[config.mk]
export PLATFORM = sky130hd
export DESIGN_NAME = m2v_operand_loader
export DESIGN_NICKNAME = d
export VERILOG_FILES = /design/src/rtl/m2v_operand_loader.sv
export SDC_FILE = /design/constraint.sdc
export NUM_CORES = 1
export LEC_CHECK = 0
export ABC_CLOCK_PERIOD_IN_PS = 3700
export CAP_MARGIN = 15
export CORE_UTILIZATION = 35
export CTS_CLUSTER_SIZE = 10
export DETAILED_ROUTE_END_ITERATION = 8
export REMOVE_ABC_BUFFERS = 1
export SKIP_CTS_REPAIR_TIMING = 1
export SLEW_MARGIN = 20
export SYNTH_ARGS = -nofsm -noshare
export SYNTH_HDL_FRONTEND = slang
export SYNTH_SLANG_ARGS = --single-unit
[constraint.sdc]
create_clock -name clk -period 3.7 [get_ports clk]
set_input_delay 0.925 -clock clk [delete_from_list [all_inputs] [get_ports clk]]
set_output_delay 0.925 -clock clk [all_outputs]
set_load 0.02 [all_outputs]
[src/rtl/m2v_operand_loader.sv]
// Serial-to-parallel operand loader for the 4x4 systolic matrix-vector multiplier.
// Optional matrix reuse (V-only reloads) is enabled by defining M2V_LOADER_MATRIX_REUSE_EN.
module m2v_operand_loader #(
    parameter int DIMENSION  = 4,
    parameter int WIDTH      = 8,
    parameter int RUN_CYCLES = 8
) (
    input  logic                       clk,
    input  logic                       rst,
    input  logic [WIDTH-1:0]           s_data,
    input  logic                       s_valid,
`ifdef M2V_LOADER_MATRIX_REUSE_EN
    input  logic                       reload_m,
`endif
    output logic                       s_ready,
    output logic [DIMENSION*WIDTH-1:0] M1,
    output logic [DIMENSION*WIDTH-1:0] M2,
    output logic [DIMENSION*WIDTH-1:0] M3,
    output logic [DIMENSION*WIDTH-1:0] M4,
    output logic [DIMENSION*WIDTH-1:0] V,
    output logic                       en,
    output logic                       busy,
    output logic                       done,
    output logic [1:0]                 dbg_state
);

    localparam int BUSW = DIMENSION * WIDTH;
    localparam int CW   = $clog2(RUN_CYCLES + 1);

    typedef enum logic [1:0] {
        LOAD = 2'd0,
        RUN  = 2'd1,
        DONE = 2'd2
    } state_t;

    state_t          state;
    logic [4:0]      k;
    logic [4:0]      idx;
    logic [2:0]      row;
    logic [1:0]      slot;
    logic [CW-1:0]   cnt;
    logic [BUSW-1:0] bus_q [5];
    logic            ready_q;
    logic            en_q;
    logic            busy_q;
    logic            done_q;

    // Valid/ready: an element moves on a rising edge where s_valid and s_ready
    // are both high; s_ready is a registered decode of LOAD and never looks at s_valid.
    always_comb begin
        idx = k;
`ifdef M2V_LOADER_MATRIX_REUSE_EN
        // A matrix-retaining load starts directly at the first vector slot.
        if (k == 5'd0 && !reload_m) begin
            idx = 5'd16;
        end
`endif
        row  = idx[4:2];
        slot = idx[1:0];
    end

    always_ff @(posedge clk or negedge rst) begin
        if (!rst) begin
            state   <= LOAD;
            k       <= 5'd0;
            cnt     <= '0;
            ready_q <= 1'b0;
            en_q    <= 1'b0;
            busy_q  <= 1'b0;
            done_q  <= 1'b0;
            for (int r = 0; r < 5; r++) begin
                bus_q[r] <= '0;
            end
        end else begin
            case (state)
                LOAD: begin
                    ready_q <= 1'b1;
                    if (s_valid && ready_q) begin
                        bus_q[row][int'(slot)*WIDTH +: WIDTH] <= s_data;
                        if (idx == 5'd19) begin
                            state   <= RUN;
                            k       <= 5'd0;
                            cnt     <= '0;
                            ready_q <= 1'b0;
                            en_q    <= 1'b1;
                            busy_q  <= 1'b1;
                        end else begin
                            k <= idx + 5'd1;
                        end
                    end
                end
                RUN: begin
                    if (cnt == CW'(RUN_CYCLES - 1)) begin
                        state  <= DONE;
                        en_q   <= 1'b0;
                        done_q <= 1'b1;
                    end else begin
                        cnt <= cnt + 1'b1;
                    end
                end
                DONE: begin
                    state   <= LOAD;
                    done_q  <= 1'b0;
                    busy_q  <= 1'b0;
                    ready_q <= 1'b1;
                end
                default: begin
                    state   <= LOAD;
                    en_q    <= 1'b0;
                    done_q  <= 1'b0;
                    busy_q  <= 1'b0;
                    ready_q <= 1'b0;
                end
            endcase
        end
    end

    assign s_ready   = ready_q;
    assign en        = en_q;
    assign busy      = busy_q;
    assign done      = done_q;
    assign dbg_state = state;
    assign M1        = bus_q[0];
    assign M2        = bus_q[1];
    assign M3        = bus_q[2];
    assign M4        = bus_q[3];
    assign V         = bus_q[4];

endmodule
==> results.cfg <==
[logic_synthesis]
post_synth_and_or_nand_nor_area_fraction_pct = 9.221
post_synth_mux_area_share_pct = 25.20
postSynthRegisterBits = 175
synth_compound_gate_area_share_pct = 1.575
synth.top_cell.area_share_pct = 61.24
synth_warnings = 0
synthArstFlopShare_pct = 100.0
synth_seq_area_share_pct = 61.24
yosys_most_used_dff = sky130_fd_sc_hd__dfrtp_1
synthDistinctLibCells = 41
synthesis.area_sq_mm = 0.007151
postSynthCellCount = 465
synth_area_leaders = sky130_fd_sc_hd__dfrtp_1, sky130_fd_sc_hd__mux2_2, sky130_fd_sc_hd__and2_1
syn_area_per_cell_sq_um = 15.38
yosys.area.top_type = sky130_fd_sc_hd__dfrtp_1
yosys.area_share.xor_xnor_pct = 0.1225
synth_top_family_by_area = multiplexers
synth-edff-count = 0
synth-adder-area-share_pct = 1.225

[power_and_ir_drop]
power.leakage_uw = 0.004578
cellPowerDensity_mw_per_mm2 = 742.5
finalPower_uw = 7288
vdd.ir_drop.worst_mv = 0.3724

[routing]
avgViaCountPerCell = 4.859
pre_repair_dr_iteration_count = 5
route.final.wire_length_mm = 18.24
drt-initial-drc-count = 146
detail_route.wl_per_cell_um = 19.57
final_ant_viol_nets = 0
remaining_drc_errors = 0
via_count = 4529

[setup_path]
startpoint_type = primary input
endpoint_kind = register
critPathKind = in2reg
critical_path_peak_fanout = 26
worstPathArrival_ns = 2.79
r2r_cells = 5
critPathRequiredTime_ns = 4.00

[timing]
timing.final.crit_share_pct = 67.27
timing.clock.skew_ns = 0.008281
slew-limit-headroom_pct = 40.24
fmax_mhz = 401.8
timing_max_transition_violations_final = 0
hold_violations = 0
worst-slew-pin-transition_ns = 0.8944
grt_setup_unrepaired = no
timing.final.crit_period_ns = 2.489
setup-violations-final = 0
totalNegativeSetupSlack_ns = 0

[global_route]
track_usage_pct = 18.08
vias_in_the_first_global_route = 4905
maximum_number_of_pins_on_one_net_before_global_route_repair = 84
globalRoute.totalOverflow = 0
wire_length_of_the_first_global_routing_pass_mm = 28.95
grt_antenna_before_repair = 0

[clock_tree]
cts_bufs_inserted = 17
clock_tree_from_tritoncts = built
worstSkewPairLatency_ns = 0.42
cts.path.max_buffers = 2
root_buffer = sky130_fd_sc_hd__clkbuf_16
clock_sinks = 175
htreeDepth = 4
cts.clk_slew.worst_paths_ns = 0.07

[flow_run]
timing.max_cap.violations = 0

[floorplanning]
initial_core_utilization_pct = 36.26
die_area_sq_mm = 0.02101
placeableCoreArea_sq_mm = 0.01972
placement_rows = 51
die_w_um = 144.9
num_io_pins = 177
die_height_um = 144.9

[placed_design]
place.gp.congestion = 0.7668
count_of_port_buffers_added_during_placement = 176
hpwlAfterDp_mm = 12.78

[layout]
final_cell_mix = sky130_fd_sc_hd__dfrtp_1, sky130_fd_sc_hd__clkdlybuf4s50_1, sky130_fd_sc_hd__mux2_2
layout-area-overhead-vs-synth_pct = 37.27
layout-drive-gt1-share_pct = 33.33
final_net_count = 671
fillers = 1685

[hold_path]
worstHoldPathType = in2async

[status]
run_status = completed
kinds of logic (layout without fill, tap and decap cells):
family          after synthesis  in the layout
simple gates                 88             88
mux                         160            160
buf+inv                      17            218
compound gates               17             17
other cells                   0              1
fa+ha+maj                     7              7
xor+xnor                      1              1
flops                       175            175
metal layers:
metal	GRT usage, %	wire, um	up-vias
li1	-	-	2039
met1	23.48	8188	2340
met2	29.30	8881	131
met3	4.214	852	19
met4	6.755	319	0
met5	0	0	-
critical path: stages:
cell	delay, ns
sky130_fd_sc_hd__clkdlybuf4s50_1	0.50
sky130_fd_sc_hd__and4bb_2	0.26
sky130_fd_sc_hd__buf_4	0.35
sky130_fd_sc_hd__nand3_2	0.37
sky130_fd_sc_hd__mux2_2	0.38
flip-flops by register name (all words and copies together) (netlist names), 2 cells and up:
name,cells
dbg_state,2
idx,5
M2,32
M3,32
V,32
M1,32
M4,32
cnt,4
synthesized netlist by cell type, drive strengths merged, types with 3 or more instances:
cell type / instances
a21oi: 3
ha: 7
buf: 9
o21ai: 6
nand2: 4
nor3b: 6
and2: 32
inv: 6
mux2: 160
nand3: 24
and3b: 3
dfrtp: 175
nand2b: 3
layout make-up:
| type | instances | area [sq um] | area share (%) |
|---|---|---|---|
| well taps | 265 | 331.6 | 3.378 |
| diodes | 1 | 2.502 | 0.02549 |
| multi-input cells | 273 | 2670 | 27.20 |
| flip-flops and latches | 175 | 4379 | 44.61 |
| clock buffers | 21 | 460.4 | 4.691 |
| clock inverters | 11 | 131.4 | 1.338 |
| inverters | 6 | 22.52 | 0.2294 |
| repair buffers | 180 | 1818 | 18.52 |
per-stage QoR:
step	setup WS, ns	std cells	util [%]	hold slack (ns)	cell area, sq um
floorplan	1.425	454	-	0.4920	7072
global placement	0.7852	899	46.77	0.4745	9221
detailed placement	0.7784	899	46.77	0.4913	9221
CTS	1.208	931	49.77	0.3570	9813
global route	1.102	931	49.77	0.3653	9813
finish	1.211	932	49.78	0.3660	9816
worst paths after layout:
path | startpoint | endpoint | slack [ns]
worst min-delay path | rst | M3[24] | 0.37
max in group asynchronous | rst | M1[4] | 2.58
worst max register to register | idx[0] | M3[18] | 1.33
worst min register to register | M4[9] | M4[9] | 0.50
worst max-delay path | s_valid | V[27] | 1.21
min in group clk | M4[9] | M4[9] | 0.50
report_power, final:
group / total (uW) / leakage [uW] / switching [uW] / internal, uW
registers: 2770 / 0.00240 / 360 / 2410
logic: 2720 / 0.00190 / 1400 / 1320
clock network: 1800 / 0.000281 / 761 / 1040
(Power assumes the default switching activity.)
